`src/rtl/frame_luma_stats_pkg.sv`:
```
// Shared types and defaults for the frame luma statistics stage.
// Holds the divider FSM encoding, width defaults and the luma sample type.
package frame_luma_stats_pkg;

    localparam int CNT_W_DEF = 20;
    localparam int SUM_W_DEF = 28;
    localparam int POS_W     = 16;

    typedef logic [7:0] luma_t;

    typedef enum logic [1:0] {
        ST_IDLE = 2'd0,
        ST_DIV  = 2'd1,
        ST_DONE = 2'd2
    } div_state_t;

    function automatic logic [POS_W-1:0] sat_inc_pos(
        input logic [POS_W-1:0] v
    );
        return (&v) ? v : v + POS_W'(1);
    endfunction

endpackage

```
`src/rtl/frame_luma_stats_if.sv`:
```
// Pixel stream in, per-frame statistics out.
// master drives the stream and watches results; slave is the stats stage.
interface frame_luma_stats_if #(
    parameter int CNT_W = 20
);
    import frame_luma_stats_pkg::*;

    logic             VGA_VS;
    logic             iDVAL;
    luma_t            iY;
    luma_t            oMEAN;
    logic             oMEAN_VLD;
    logic [CNT_W-1:0] oPIX_CNT;
    logic             oOVER;
    logic             oUNDER;
    logic             oEMPTY;
    logic             oBUSY;
    logic             oOVERRUN;

    modport master (
        output VGA_VS, iDVAL, iY,
        input  oMEAN, oMEAN_VLD, oPIX_CNT,
        input  oOVER, oUNDER, oEMPTY, oBUSY, oOVERRUN
    );

    modport slave (
        input  VGA_VS, iDVAL, iY,
        output oMEAN, oMEAN_VLD, oPIX_CNT,
        output oOVER, oUNDER, oEMPTY, oBUSY, oOVERRUN
    );

endinterface

```
`src/rtl/frame_luma_stats_div.sv`:
```
// Snapshot registers plus an 8-step restoring divider (sum / cnt).
// A start while busy or done abandons the current divide and reloads.
module luma_mean_div
    import frame_luma_stats_pkg::*;
#(
    parameter int CNT_W = CNT_W_DEF,
    parameter int SUM_W = SUM_W_DEF
) (
    input  logic             clk,
    input  logic             rst,
    input  logic             start,
    input  logic [SUM_W-1:0] sum,
    input  logic [CNT_W-1:0] cnt,
    output logic             busy,
    output logic             done,
    output luma_t            quot,
    output logic [CNT_W-1:0] cnt_out,
    output logic             empty
);

    div_state_t       state;
    div_state_t       state_nx;
    logic [SUM_W-1:0] rem;
    logic [CNT_W-1:0] divisor;
    logic [2:0]       step;
    logic [SUM_W-1:0] trial;

    assign trial   = SUM_W'(divisor) << step;
    assign busy    = (state == ST_DIV);
    assign done    = (state == ST_DONE);
    assign cnt_out = divisor;

    // State register.
    always_ff @(posedge clk) begin
        if (rst) begin
            state <= ST_IDLE;
        end else begin
            state <= state_nx;
        end
    end

    // Next state: a start always wins; empty frames skip the divide.
    always_comb begin
        state_nx = state;
        if (start) begin
            state_nx = (cnt == '0) ? ST_DONE : ST_DIV;
        end else begin
            unique case (state)
                ST_IDLE: state_nx = ST_IDLE;
                ST_DIV:  state_nx = (step == 3'd0) ? ST_DONE : ST_DIV;
                ST_DONE: state_nx = ST_IDLE;
                default: state_nx = ST_IDLE;
            endcase
        end
    end

    // Snapshot on start, then one quotient bit per cycle, MSB first.
    always_ff @(posedge clk) begin
        if (rst) begin
            rem     <= '0;
            divisor <= '0;
            step    <= 3'd0;
            quot    <= '0;
            empty   <= 1'b0;
        end else if (start) begin
            rem     <= sum;
            divisor <= cnt;
            step    <= 3'd7;
            quot    <= '0;
            empty   <= (cnt == '0);
        end else if (state == ST_DIV) begin
            if (rem >= trial) begin
                rem        <= rem - trial;
                quot[step] <= 1'b1;
            end
            step <= step - 3'd1;
        end
    end

endmodule

```
`src/rtl/frame_luma_stats.sv`:
```
// Per-frame ROI luma statistics: mean, pixel count, exposure flags.
// Tracks pixel position, accumulates over the ROI, divides at frame end.
module frame_luma_stats
    import frame_luma_stats_pkg::*;
#(
    parameter int ROI_X0  = 0,
    parameter int ROI_X1  = 640,
    parameter int ROI_Y0  = 0,
    parameter int ROI_Y1  = 480,
    parameter int LUMA_HI = 200,
    parameter int LUMA_LO = 40,
    parameter int CNT_W   = CNT_W_DEF,
    parameter int SUM_W   = SUM_W_DEF
) (
    input  logic                VGA_CLK,
    input  logic                RST,
    frame_luma_stats_if.slave   bus
);

    localparam logic [POS_W-1:0] X0 = POS_W'(ROI_X0);
    localparam logic [POS_W-1:0] X1 = POS_W'(ROI_X1);
    localparam logic [POS_W-1:0] Y0 = POS_W'(ROI_Y0);
    localparam logic [POS_W-1:0] Y1 = POS_W'(ROI_Y1);
    localparam luma_t            HI = luma_t'(LUMA_HI);
    localparam luma_t            LO = luma_t'(LUMA_LO);

    logic             vs_d;
    logic             dval_d;
    logic [POS_W-1:0] x_cnt;
    logic [POS_W-1:0] y_cnt;
    logic             frame_end;
    logic             in_roi;
    logic [SUM_W-1:0] sum;
    logic [SUM_W:0]   sum_add;
    logic [CNT_W-1:0] cnt;

    logic             div_busy;
    logic             div_done;
    luma_t            div_q;
    logic [CNT_W-1:0] div_cnt;
    logic             div_empty;

    luma_t            mean;
    logic [CNT_W-1:0] pix_cnt;
    logic             over;
    logic             under;
    logic             empty;
    logic             vld;
    logic             overrun;

    assign frame_end = vs_d & ~bus.VGA_VS;
    assign in_roi    = bus.iDVAL & bus.VGA_VS
                     & (x_cnt >= X0) & (x_cnt < X1)
                     & (y_cnt >= Y0) & (y_cnt < Y1);
    assign sum_add   = {1'b0, sum} + {{(SUM_W-7){1'b0}}, bus.iY};

    // Delayed strobes for frame-end and line-end edge detection.
    always_ff @(posedge VGA_CLK) begin
        if (RST) begin
            vs_d   <= 1'b0;
            dval_d <= 1'b0;
        end else begin
            vs_d   <= bus.VGA_VS;
            dval_d <= bus.iDVAL;
        end
    end

    // Column counter: zero on the first pixel of each line.
    always_ff @(posedge VGA_CLK) begin
        if (RST) begin
            x_cnt <= '0;
        end else if (bus.iDVAL) begin
            x_cnt <= sat_inc_pos(x_cnt);
        end else begin
            x_cnt <= '0;
        end
    end

    // Line counter: advances at each line end, held at zero between frames.
    always_ff @(posedge VGA_CLK) begin
        if (RST) begin
            y_cnt <= '0;
        end else if (!bus.VGA_VS) begin
            y_cnt <= '0;
        end else if (dval_d && !bus.iDVAL) begin
            y_cnt <= sat_inc_pos(y_cnt);
        end
    end

    // Saturating ROI accumulators, restarted as each frame is handed off.
    always_ff @(posedge VGA_CLK) begin
        if (RST) begin
            sum <= '0;
            cnt <= '0;
        end else if (frame_end) begin
            sum <= '0;
            cnt <= '0;
        end else if (in_roi) begin
            sum <= sum_add[SUM_W] ? '1 : sum_add[SUM_W-1:0];
            if (!(&cnt)) begin
                cnt <= cnt + CNT_W'(1);
            end
        end
    end

    luma_mean_div #(
        .CNT_W (CNT_W),
        .SUM_W (SUM_W)
    ) u_div (
        .clk     (VGA_CLK),
        .rst     (RST),
        .start   (frame_end),
        .sum     (sum),
        .cnt     (cnt),
        .busy    (div_busy),
        .done    (div_done),
        .quot    (div_q),
        .cnt_out (div_cnt),
        .empty   (div_empty)
    );

    // Publish results when a divide completes without being pre-empted.
    always_ff @(posedge VGA_CLK) begin
        if (RST) begin
            mean    <= '0;
            pix_cnt <= '0;
            over    <= 1'b0;
            under   <= 1'b0;
            empty   <= 1'b0;
            vld     <= 1'b0;
            overrun <= 1'b0;
        end else begin
            vld <= 1'b0;
            if (frame_end && (div_busy || div_done)) begin
                overrun <= 1'b1;
            end
            if (div_done && !frame_end) begin
                mean    <= div_q;
                pix_cnt <= div_cnt;
                over    <= !div_empty && (div_q > HI);
                under   <= !div_empty && (div_q < LO);
                empty   <= div_empty;
                vld     <= 1'b1;
            end
        end
    end

    assign bus.oMEAN     = mean;
    assign bus.oMEAN_VLD = vld;
    assign bus.oPIX_CNT  = pix_cnt;
    assign bus.oOVER     = over;
    assign bus.oUNDER    = under;
    assign bus.oEMPTY    = empty;
    assign bus.oBUSY     = div_busy;
    assign bus.oOVERRUN  = overrun;

endmodule

```
`src/flat_wrapper.sv`:
```
// flat-port wrapper written by rule: the top's interface ports become plain ports
module frame_luma_stats_flat import frame_luma_stats_pkg::*;
#(
    parameter int ROI_X0  = 0,
    parameter int ROI_X1  = 640,
    parameter int ROI_Y0  = 0,
    parameter int ROI_Y1  = 480,
    parameter int LUMA_HI = 200,
    parameter int LUMA_LO = 40,
    parameter int CNT_W   = CNT_W_DEF,
    parameter int SUM_W   = SUM_W_DEF
)
  (VGA_CLK, RST, bus_VGA_VS, bus_iDVAL, bus_iY, bus_oMEAN, bus_oMEAN_VLD, bus_oPIX_CNT, bus_oOVER, bus_oUNDER, bus_oEMPTY, bus_oBUSY, bus_oOVERRUN);
  frame_luma_stats_if #(.CNT_W(CNT_W)) bus_i ();
  input  logic VGA_CLK;
  input  logic RST;
  input wire logic [$bits(bus_i.VGA_VS)-1:0] bus_VGA_VS;
  input wire logic [$bits(bus_i.iDVAL)-1:0] bus_iDVAL;
  input wire logic [$bits(bus_i.iY)-1:0] bus_iY;
  output wire logic [$bits(bus_i.oMEAN)-1:0] bus_oMEAN;
  output wire logic [$bits(bus_i.oMEAN_VLD)-1:0] bus_oMEAN_VLD;
  output wire logic [$bits(bus_i.oPIX_CNT)-1:0] bus_oPIX_CNT;
  output wire logic [$bits(bus_i.oOVER)-1:0] bus_oOVER;
  output wire logic [$bits(bus_i.oUNDER)-1:0] bus_oUNDER;
  output wire logic [$bits(bus_i.oEMPTY)-1:0] bus_oEMPTY;
  output wire logic [$bits(bus_i.oBUSY)-1:0] bus_oBUSY;
  output wire logic [$bits(bus_i.oOVERRUN)-1:0] bus_oOVERRUN;
  assign bus_i.VGA_VS = bus_VGA_VS;
  assign bus_i.iDVAL = bus_iDVAL;
  assign bus_i.iY = bus_iY;
  assign bus_oMEAN = bus_i.oMEAN;
  assign bus_oMEAN_VLD = bus_i.oMEAN_VLD;
  assign bus_oPIX_CNT = bus_i.oPIX_CNT;
  assign bus_oOVER = bus_i.oOVER;
  assign bus_oUNDER = bus_i.oUNDER;
  assign bus_oEMPTY = bus_i.oEMPTY;
  assign bus_oBUSY = bus_i.oBUSY;
  assign bus_oOVERRUN = bus_i.oOVERRUN;
  frame_luma_stats #(.ROI_X0(ROI_X0), .ROI_X1(ROI_X1), .ROI_Y0(ROI_Y0), .ROI_Y1(ROI_Y1), .LUMA_HI(LUMA_HI), .LUMA_LO(LUMA_LO), .CNT_W(CNT_W), .SUM_W(SUM_W)) u_core (.VGA_CLK(VGA_CLK), .RST(RST), .bus(bus_i));
endmodule
```
`config.mk`:
```
export PLATFORM = sky130hd
export DESIGN_NAME = frame_luma_stats_flat
export DESIGN_NICKNAME = d
export VERILOG_FILES = /design/src/rtl/frame_luma_stats_pkg.sv /design/src/rtl/frame_luma_stats_if.sv /design/src/rtl/frame_luma_stats_div.sv /design/src/rtl/frame_luma_stats.sv /design/src/flat_wrapper.sv
export SDC_FILE = /design/constraint.sdc
export NUM_CORES = 1
export LEC_CHECK = 0
export ABC_AREA = 1
export BUFFER_PORTS_ARGS = -buffer_cell sky130_fd_sc_hd__buf_4
export CORE_ASPECT_RATIO = 0.75
export CORE_MARGIN = 2
export CORE_UTILIZATION = 24
export DETAILED_ROUTE_END_ITERATION = 7
export MAX_ROUTING_LAYER = met4
export PLACE_DENSITY = 0.35
export SLEW_MARGIN = 25
export SYNTH_ARGS = -nofsm -noshare
export SYNTH_HDL_FRONTEND = slang
export SYNTH_SLANG_ARGS = --single-unit
```
`constraint.sdc`:
```
create_clock -name VGA_CLK -period 2.75 [get_ports VGA_CLK]
set_input_delay 0.55 -clock VGA_CLK [delete_from_list [all_inputs] [get_ports VGA_CLK]]
set_output_delay 0.55 -clock VGA_CLK [all_outputs]
set_load 0.01 [all_outputs]
```
==> results of run 1 <==
critical path: stages, from the launching register on:
cell	delay (ns)
dfxtp_4	0.37
buf_12	0.15
buf_12	0.14
nand2_2	0.07
o21ai_4	0.06
buf_6	0.13
mux2i_4	0.16
buf_4	0.14
nand2_1	0.05
nand2_2	0.09
ha_4	0.22
nand2_4	0.09
inv_2	0.06
a21oi_4	0.18
o21bai_4	0.08
a21oi_4	0.19
nand3_4	0.14
nand2_8	0.14
buf_12	0.14
nand2_4	0.13
nand2_1	0.11
a21oi_1	0.06
logic make-up after synthesis:
group	share of synthesized area, %
flops	30.56
buf+inv	11.51
xor+xnor	2.644
fa+ha+maj	4.985
compound gates	13.48
mux	0.6043
simple gates	36.21
path summary, 6_finish.rpt:
| kind | endpoint | start | slack (ns) |
|---|---|---|---|
| setup / recovery | u_core.u_div.rem[12]$_SDFFE_PP0P_ | u_core.u_div.step[0]$_SDFFE_PP0P_ | -0.28 |
| hold / removal | u_core.y_cnt[4]$_SDFFE_PP0P_ | u_core.y_cnt[4]$_SDFFE_PP0P_ | 0.45 |
| setup reg to reg | u_core.u_div.rem[12]$_SDFFE_PP0P_ | u_core.u_div.step[0]$_SDFFE_PP0P_ | -0.28 |
| hold reg to reg | u_core.y_cnt[4]$_SDFFE_PP0P_ | u_core.y_cnt[4]$_SDFFE_PP0P_ | 0.45 |
synth_stat cells (12+ instances only):
cell      count
nor2_1      110
nand3_1     148
a21oi_1     107
o22ai_1      21
clkbuf_1     42
inv_1       265
nand3_2      12
nor3_1       34
dfxtp_1     177
nand3b_1     14
a21oi_2      14
xor2_1       32
nand2_1     515
o21ai_0     124
nand4_1      48
ha_1         43
state kept, by name, indices dropped and copies added (netlist names), 2 cells and up:
| register | count |
|---|---|
| u_core.u_div.cnt_out | 20 |
| u_core.x_cnt | 16 |
| u_core.u_div.state | 2 |
| u_core.y_cnt | 16 |
| u_core.sum | 28 |
| u_core.u_div.rem | 28 |
| u_core.bus.oMEAN | 8 |
| u_core.bus.oPIX_CNT | 20 |
| u_core.cnt | 20 |
| u_core.u_div.quot | 8 |
| u_core.u_div.step | 3 |
layer usage:
layer  track usage, %  share of wire (%)  up-vias
met5                -                  0        -
met4            2.869               0.75        0
met3            3.339                4.2       21
met2            24.28                 38      199
met1            29.77                 57     5778
li1                 -                  -     6395
placed cells by master, fill, tap and decap left out, types with 4 or more instances in the layout:
master / n
a21oi_1: 99
a21oi_2: 20
a31oi_1: 5
buf_12: 14
buf_4: 243
buf_6: 9
clkbuf_16: 18
clkinv_4: 4
dfxtp_1: 175
ha_1: 21
ha_4: 20
inv_1: 254
inv_2: 19
nand2_1: 453
nand2_2: 53
nand2_4: 23
nand2_8: 4
nand3_1: 142
nand3_2: 17
nand3b_1: 14
nand4_1: 48
nor2_1: 101
nor2_2: 9
nor2_4: 7
nor3_1: 32
nor4_1: 10
o21ai_0: 76
o21ai_1: 20
o21ai_2: 17
o21ai_4: 13
o22ai_1: 21
xor2_1: 32
power groups by stage:
| stage | combinational, W | clock, W | sequential, W |
|---|---|---|---|
| global route | 0.00385 | 0.00292 | 0.00271 |
| detailed placement | 0.00290 | 0 | 0.00275 |
| floorplan | 0.00169 | 0 | 0.00273 |
| finish | 0.00349 | 0.00273 | 0.00270 |
| CTS | 0.00328 | 0.00283 | 0.00270 |
| global placement | 0.00292 | 0 | 0.00275 |
final cells by class:
class                   count  share of cell area, %
clock inverters            14                  1.229
multi-input cells        1310                  48.03
flip-flops and latches    177                  22.07
repair buffers            271                  14.48
clock buffers              18                  2.669
well taps                 639                  4.972
inverters                 278                  6.552
repair_timing:
item,CTS,global route
hold buffers,0,0
endpoints found under the setup margin,36,36
pin swaps,49,42
cloned,8,3
setup buffers,25,13
resized for setup,193,93
hold endpoints to repair,0,0
through the flow:
step	TNS (ns)	hold WS, ns	utilization (%)
6_report	-6.334	0.4507	33.80
5_1_grt	-11.35	0.4659	33.80
4_1_cts	-6.494	0.4268	32.83
3_5_place_dp	-28.06	0.4394	29.30
3_3_place_gp	-27.02	0.4312	29.30
2_1_floorplan	0	0.4207	-
==> flow_metrics.tcl, run 1 <==
set metrics [dict create \
    cap_violations 0 \
    htree_levels 4 \
    cts_tree "done" \
    status "finished with violations" \
    seqCellArea_um2 3548 \
    drt-total-wl_mm 45.84 \
    io_buffers 45 \
    power.total_w 0.008925 \
    synth_area_per_cell_um2 6.371 \
    clock_path_buffers 2 \
    pre_cts_ws_ns -0.8520 \
    cts.clk_slew.worst_paths_ns 0.08 \
    finalCritPeriodShare_pct 110.3 \
    crit_type "flip-flop to flip-flop" \
    ys_types 54 \
    yosys-top-cells-area "dfxtp_1 31%, nand2_1 17%, inv_1 8.6%, nand3_1 6.4%, o21ai_0 5.4%" \
    fin_worst_skew_ns 0.01285 \
    grt_max_degree 66 \
    p_int_w 0.005555 \
    slew_headroom_pct 45.27 \
    num-nets-final 2112 \
    grt_overflow 0 \
    max_freq_ghz 0.3296 \
    violations "setup timing" \
    power_frac_seq_pct 30.3 \
    switching_power_w 0.003370 \
    async_reset_ff_share_pct 0 \
    slew_viol_final 0 \
    drive_gt1_share_pct 26.06 \
    design_area_um2 16080 \
    place_congestion 0.8521 \
    reg2regPathDepth 21 \
    initial_core_util_pct 24.37 \
    synthFlopType "dfxtp_1" \
    grt_pass1_vias 11610 \
    syn_to_final_growth_pct 38.68 \
    yosys.area.top_type "dfxtp_1" \
    firstDrtPassIters 6 \
    netlist_area_um2 11590 \
    numPlacedInstances 2633 \
    die_x_um 257.8 \
    synth_edf_count 0 \
    dp_hpwl_mm 34.63 \
    end_kind "flip-flop" \
    fin_crit_ns 3.034 \
    clkPwrFrac_pct 30.5 \
    clk_latency_ns 0.48 \
    viasPerCell 4.578 \
    fp.dieH_um 194.4 \
    core_area_um2 47570 \
    drt-wirelength-per-cell_um 16.93 \
    setup_slack_ns -0.2839 \
    crit_fanout 7 \
    ant_nets 0 \
    fillers 5244 \
    ys_warn_count 0 \
    synth_top_area_share_pct 30.56 \
    via_count 12390 \
    leakage_nw 7.048 \
    tightest_slew_ns 0.8209 \
    synth_cells 1820 \
    p_comb_share_pct 39.2 \
    power.density_nw_per_um2 555.1 \
    cts_sinks 177 \
    syn-num-nets 1877 \
    yosys_register_bits 177 \
    fp-row-count 69 \
    placed_area_um2 13940 \
    antenna_found_initial 0 \
    final_cells 2707 \
    drtIter0Drc 868 \
    drc 0 \
    cts_buffers 17 \
    fp.dieArea_um2 50100 \
    rsz0062_at_grt "yes" \
    required_ns 3.09 \
    diodes 0 \
    grt_first_pass_wirelength_mm 70.44 \
    setup_viol 36 \
    netSwitchingFraction_pct 37.76 \
    multi_input_area_um2 7722 \
    clockRootBuffer "clkbuf_16" \
    min_path_cells 2 \
    track_usage_pct 18.78 \
    seq_area_frac_synth_pct 30.56 \
    critical_path.startpoint_type "flip-flop" \
    cp.arrival_ns 3.37 \
    peakVddDrop_uv 502.7 \
    hp-class "flip-flop to flip-flop" \
    finalHoldViolCount 0 \
    ios 46 \
]
Note: power is estimated with default switching activity, not from simulation.
==> run 2: changes to the inputs <==
- CORE_MARGIN: 2 -> not set
==> run 2 against run 1 <==
The run still ends with setup timing left; global-route usage down 0.11 points; sequential share of layout area up 1.1 points; via count down 1.2%; worst hold slack worse by 0.053 ns; critical path depth down 2; clock power about the same; flip-flop and latch count unchanged; register-to-register slack better by 0.07 ns.
==> flow_metrics.tcl, run 2 (synthesis results as in run 1) <==
set metrics [dict create \
    fp.dieH_um 192.4 \
    antenna_found_initial 1 \
    drt-total-wl_mm 44.49 \
    violations "setup timing" \
    final_cell_mix "485 x nand2_1, 260 x inv_1, 240 x buf_4, 175 x dfxtp_1, 142 x nand3_1" \
    fin_crit_ns 2.961 \
    firstDrtPassIters 5 \
    hp-class "input pin to flip-flop" \
    cp.arrival_ns 3.37 \
    end_kind "flip-flop" \
    utilization_pct 32.28 \
    power_frac_seq_pct 30.8 \
    viasPerCell 4.554 \
    fp-row-count 69 \
    cts_tree "done" \
    clkPwrFrac_pct 30.8 \
    postCtsHoldBufs 0 \
    place_congestion 0.8697 \
    syn_to_final_growth_pct 32.19 \
    ant_nets 0 \
    dp_hpwl_mm 35.21 \
    critical_path.startpoint_type "flip-flop" \
    num-nets-final 2094 \
    clk_latency_ns 0.47 \
    p_comb_share_pct 38.4 \
    setup_viol 36 \
    cts.clk_slew.worst_paths_ns 0.08 \
    multi_input_area_um2 7212 \
    slew_headroom_pct 48.47 \
    core_area_um2 47480 \
    reg.largest.list "u_core.sum (28), u_core.u_div.rem (28)" \
    clock_path_buffers 2 \
    slew_viol_final 0 \
    grt_max_degree 37 \
    drc 0 \
    pre_cts_ws_ns -0.6083 \
    htree_levels 4 \
    tightest_slew_ns 0.7700 \
    grt_overflow 0 \
    finalCritPeriodShare_pct 107.7 \
    final_common_cell "nand2_1" \
    cap_violations 0 \
    clockRootBuffer "clkbuf_16" \
    peakVddDrop_uv 494.4 \
    power.total_w 0.008758 \
    fillers 5355 \
    status "finished with violations" \
    rsz0062_at_grt "yes" \
    leakage_nw 6.811 \
    setup_slack_ns -0.2113 \
    track_usage_pct 18.67 \
    drt-wirelength-per-cell_um 16.55 \
    die_x_um 255.8 \
    initial_core_util_pct 24.42 \
    grt_pass1_vias 11360 \
    diodes 0 \
    power.density_nw_per_um2 571.4 \
    grt_first_pass_wirelength_mm 68.30 \
    crit_fanout 7 \
    whs_ns 0.3972 \
    ios 46 \
    crit_type "flip-flop to flip-flop" \
    cts_buffers 17 \
    required_ns 3.16 \
    finalHoldViolCount 0 \
    via_count 12250 \
    drtIter0Drc 827 \
    io_buffers 45 \
    seqCellArea_um2 3548 \
    netSwitchingFraction_pct 37.87 \
    fp.dieArea_um2 49200 \
    max_freq_ghz 0.3377 \
    drive_gt1_share_pct 22.24 \
    cts_sinks 177 \
    fin_worst_skew_ns 0.01478 \
    switching_power_w 0.003316 \
    p_int_w 0.005442 \
]
run 2: cell types whose count changed in the layout (fill, tap and decap cells not counted), moves of 4 or more:
cell,delta
o21ai_0,+8
a21oi_2,+5
nand2_1,+32
o21ai_4,-8
buf_12,-8
inv_1,+6
nand2_2,-20
inv_2,-5
ha_1,+15
clkinv_4,-4
ha_4,-13
nand2_4,-14
a21oi_1,-4
run 2: power by group through the flow:
stage                     clock (W)  sequential (W)  combinational [W]
after floorplan                   0         0.00273            0.00169
after global placement            0         0.00275            0.00300
after detailed placement          0         0.00275            0.00297
after CTS                   0.00278         0.00269            0.00312
after global routing        0.00288         0.00271            0.00371
final                       0.00270         0.00270            0.00336
run 2: what timing repair did:
item | CTS | global route
cloned | 1 | 4
resized for setup | 68 | 106
setup buffers | 6 | 7
pin swaps | 7 | 32
endpoints found under the setup margin | 36 | 36
run 2: area by class of cell:
type / instances / share of cell area (%)
clock buffer: 19 / 2.955
clock inverter: 13 / 1.069
inverter: 278 / 6.824
sequential: 177 / 23.15
multi-input combinational: 1306 / 47.05
tap: 639 / 5.216
timing repair buffer: 257 / 13.73
run 2: through the flow:
stage	cells	TNS, ns	cell area [µm²]
2_1_floorplan	1820	0	11620
3_3_place_gp	2640	-16.59	13970
6_report	2689	-5.598	15330
3_5_place_dp	2640	-17.58	13970
4_1_cts	2679	-5.175	14830
5_1_grt	2689	-11.54	15330
run 2: worst paths after layout:
| kind | startpoint | end | slack, ns | cells after the start |
|---|---|---|---|---|
| worst max-delay path | u_core.u_div.step[0]$_SDFFE_PP0P_ | u_core.u_div.rem[21]$_SDFFE_PP0P_ | -0.21 | 19 |
| worst max register to register | u_core.u_div.step[0]$_SDFFE_PP0P_ | u_core.u_div.rem[21]$_SDFFE_PP0P_ | -0.21 | 19 |
| worst min register to register | u_core.y_cnt[4]$_SDFFE_PP0P_ | u_core.y_cnt[4]$_SDFFE_PP0P_ | 0.45 | 2 |
| worst min-delay path | bus_VGA_VS | u_core.vs_d$_SDFF_PP0_ | 0.40 | 3 |
run 2: layer usage:
metal,track usage [%],up-vias,wire length [µm]
met2,24.11,188,16600
li1,-,6340,-
met5,-,-,0
met3,3.283,21,1894
met1,29.38,5698,25680
met4,2.902,0,314
run 2: critical path, cell delays in order, from the launching register on:
cell	delay [ns]
dfxtp_4	0.46
buf_12	0.14
o21ai_1	0.08
or2_2	0.29
o21ai_2	0.07
nand2_1	0.07
o21ai_1	0.09
ha_1	0.28
buf_4	0.15
buf_4	0.14
nand2_2	0.12
nor2_4	0.07
buf_4	0.14
a21oi_2	0.21
nand3_1	0.11
nand2_1	0.06
nand3_1	0.06
nand2_1	0.17
nand2_2	0.08
a21oi_2	0.10
==> run 3: changes to the inputs <==
--- a/constraint.sdc
+++ b/constraint.sdc
@@ -3,2 +3,2 @@
 set_output_delay 0.55 -clock VGA_CLK [all_outputs]
-set_load 0.01 [all_outputs]
+set_load 0.02 [all_outputs]
==> run 3 against run 2 <==
The run still ends with setup timing left; critical endpoint is now u_core.u_div.rem[22]$_SDFFE_PP0P_; non-clock buffer count up 8; via count up 0.18%; worst hold slack worse by 0.011 ns; highest routed layer unchanged.
==> flow_metrics.tcl, run 3 (synthesis results as in run 1) <==
set metrics [dict create \
    status "finished with violations" \
    violations "setup timing" \
    die_x_um 255.8 \
    num-nets-final 2102 \
    htree_levels 4 \
    core_area_um2 47480 \
    multi_input_area_um2 7508 \
    grt_overflow 0 \
    fp.dieArea_um2 49200 \
    finalCritPeriodShare_pct 109.3 \
    firstDrtPassIters 5 \
    tightest_slew_ns 0.8132 \
    fillers 5297 \
    diodes 0 \
    finalHoldViolCount 0 \
    reg.largest.list "u_core.sum (28), u_core.u_div.rem (28)" \
    drt-total-wl_mm 44.76 \
    crit_type "flip-flop to flip-flop" \
    ios 46 \
    viasPerCell 4.549 \
    max_freq_ghz 0.3328 \
    crit_path_start "u_core.u_div.step[0]$_SDFFE_PP0P_" \
    required_ns 3.14 \
    path_cells "buf_12 > buf_16 > o21ai_2 > mux2i_1 > buf_4 > or2_4 > ha_4 > or2_1 > nand3_1 > nand2_2 > nand2_2 > nand2_4 > nand2_4 > nand3_4 > nand2_4 > buf_8 > buf_12 > buf_12 > nand3_2 > a21oi_2" \
    cts.clk_slew.worst_paths_ns 0.07 \
    cts_sinks 177 \
    grt_max_degree 37 \
    reg2reg_from "u_core.u_div.step[0]$_SDFFE_PP0P_" \
    drive_gt1_share_pct 25.36 \
    fin_crit_ns 3.005 \
    cts_tree "done" \
    critical-path-slowest-cell "dfxtp_4" \
    fp-row-count 69 \
    max_stage_delay_ns 0.38 \
    slew_headroom_pct 45.59 \
    final_common_cell "nand2_1" \
    clk_latency_ns 0.47 \
    cts_buffers 17 \
    drtIter0Drc 792 \
    syn_to_final_growth_pct 36.14 \
    drt-wirelength-per-cell_um 16.60 \
    critical_path.startpoint_type "flip-flop" \
    final_cell_mix "463 x nand2_1, 255 x inv_1, 237 x buf_4, 176 x dfxtp_1, 138 x nand3_1" \
    clockRootBuffer "clkbuf_16" \
    grt_first_pass_wirelength_mm 69.35 \
    track_usage_pct 18.96 \
    via_count 12270 \
    antenna_found_initial 1 \
    slew_viol_final 0 \
    cp.arrival_ns 3.40 \
    numPlacedInstances 2643 \
    postCtsHoldBufs 0 \
    power.density_nw_per_um2 558.2 \
    clock_path_buffers 2 \
    seqCellArea_um2 3547 \
    initial_core_util_pct 24.42 \
    power.total_w 0.008811 \
    fin_worst_skew_ns 0.01774 \
    min-delay-start "bus_VGA_VS" \
    rsz0062_at_grt "yes" \
    io_buffers 45 \
    fp.dieH_um 192.4 \
    leakage_nw 6.918 \
    end_kind "flip-flop" \
    cap_violations 0 \
    crit_fanout 11 \
    drc 0 \
    grt_pass1_vias 11640 \
    ant_nets 0 \
    setup_slack_ns -0.2548 \
    setup_viol 31 \
    dp_hpwl_mm 35.20 \
    place_congestion 0.8355 \
    hp-class "input pin to flip-flop" \
    peakVddDrop_uv 482.1 \
    final_cells 2697 \
]
run 3: cell types whose count changed in the layout (fill, tap and decap cells not counted), moves of 5 or more:
cell and change:
o21ai_0 -6, nand2_4 +6, ha_4 +9, inv_1 -5, inv_2 +6, o21ai_2 +12, buf_12 +5, o21ai_1 -8
ha_1 -9, nand2_2 +18, nand2_1 -22
run 3: metal layers:
metal	vias to the layer above	routed length, µm	track usage, %
met3	19	1708	3.113
met2	179	16920	24.81
met4	0	301	2.856
met5	-	0	-
li1	6371	-	-
met1	5700	25830	29.75
run 3: area by class of cell:
class                   instances  area share (%)
clock buffers                  17           2.695
clock inverters                15           1.118
inverters                     278           6.611
multi-input cells            1306           47.57
flip-flops and latches        177           22.47
well taps                     639           5.065
repair buffers                265           14.47
run 3: through the flow:
stage | utilization (%) | TNS, ns | hold slack, ns | worst slack (ns) | instance area, µm²
after floorplan | - | 0 | 0.4207 | 0.006722 | 11620
after global placement | 29.54 | -13.45 | 0.4321 | -0.4495 | 14030
after detailed placement | 29.54 | -14.05 | 0.4378 | -0.4602 | 14030
after CTS | 32.51 | -5.116 | 0.3602 | -0.2298 | 15430
after global routing | 33.24 | -10.92 | 0.3779 | -0.4091 | 15790
final | 33.24 | -5.456 | 0.3866 | -0.2548 | 15790
run 3: power by group:
part / internal, W / total [W] / switching (W)
clock: 0.00137 / 0.00262 / 0.00125
sequential: 0.00263 / 0.00270 / 0.0000722
combinational: 0.00148 / 0.00349 / 0.00202
total: 0.00548 / 0.00881 / 0.00334
run 3: worst paths after layout:
check | end | slack (ns) | depth (start not counted)
max | u_core.u_div.rem[22]$_SDFFE_PP0P_ | -0.25 | 20
min | u_core.vs_d$_SDFF_PP0_ | 0.39 | 3
max reg2reg | u_core.u_div.rem[22]$_SDFFE_PP0P_ | -0.25 | 20
min reg2reg | u_core.y_cnt[4]$_SDFFE_PP0P_ | 0.45 | 2
run 3: timing repair:
action,4_1_cts,5_1_grt
buffers inserted,14,5
gates cloned,6,0
resized for setup,165,83
pin swaps,51,42
setup endpoints to repair,36,36
run 3: critical path, delay by kind of cell, from the launching register on:
family          cells  cell delay (ns)
compound gates      2             0.30
fa+ha+maj           1             0.25
buf+inv             6             0.76
flops               1             0.38
mux                 1             0.12
simple gates       10             1.11
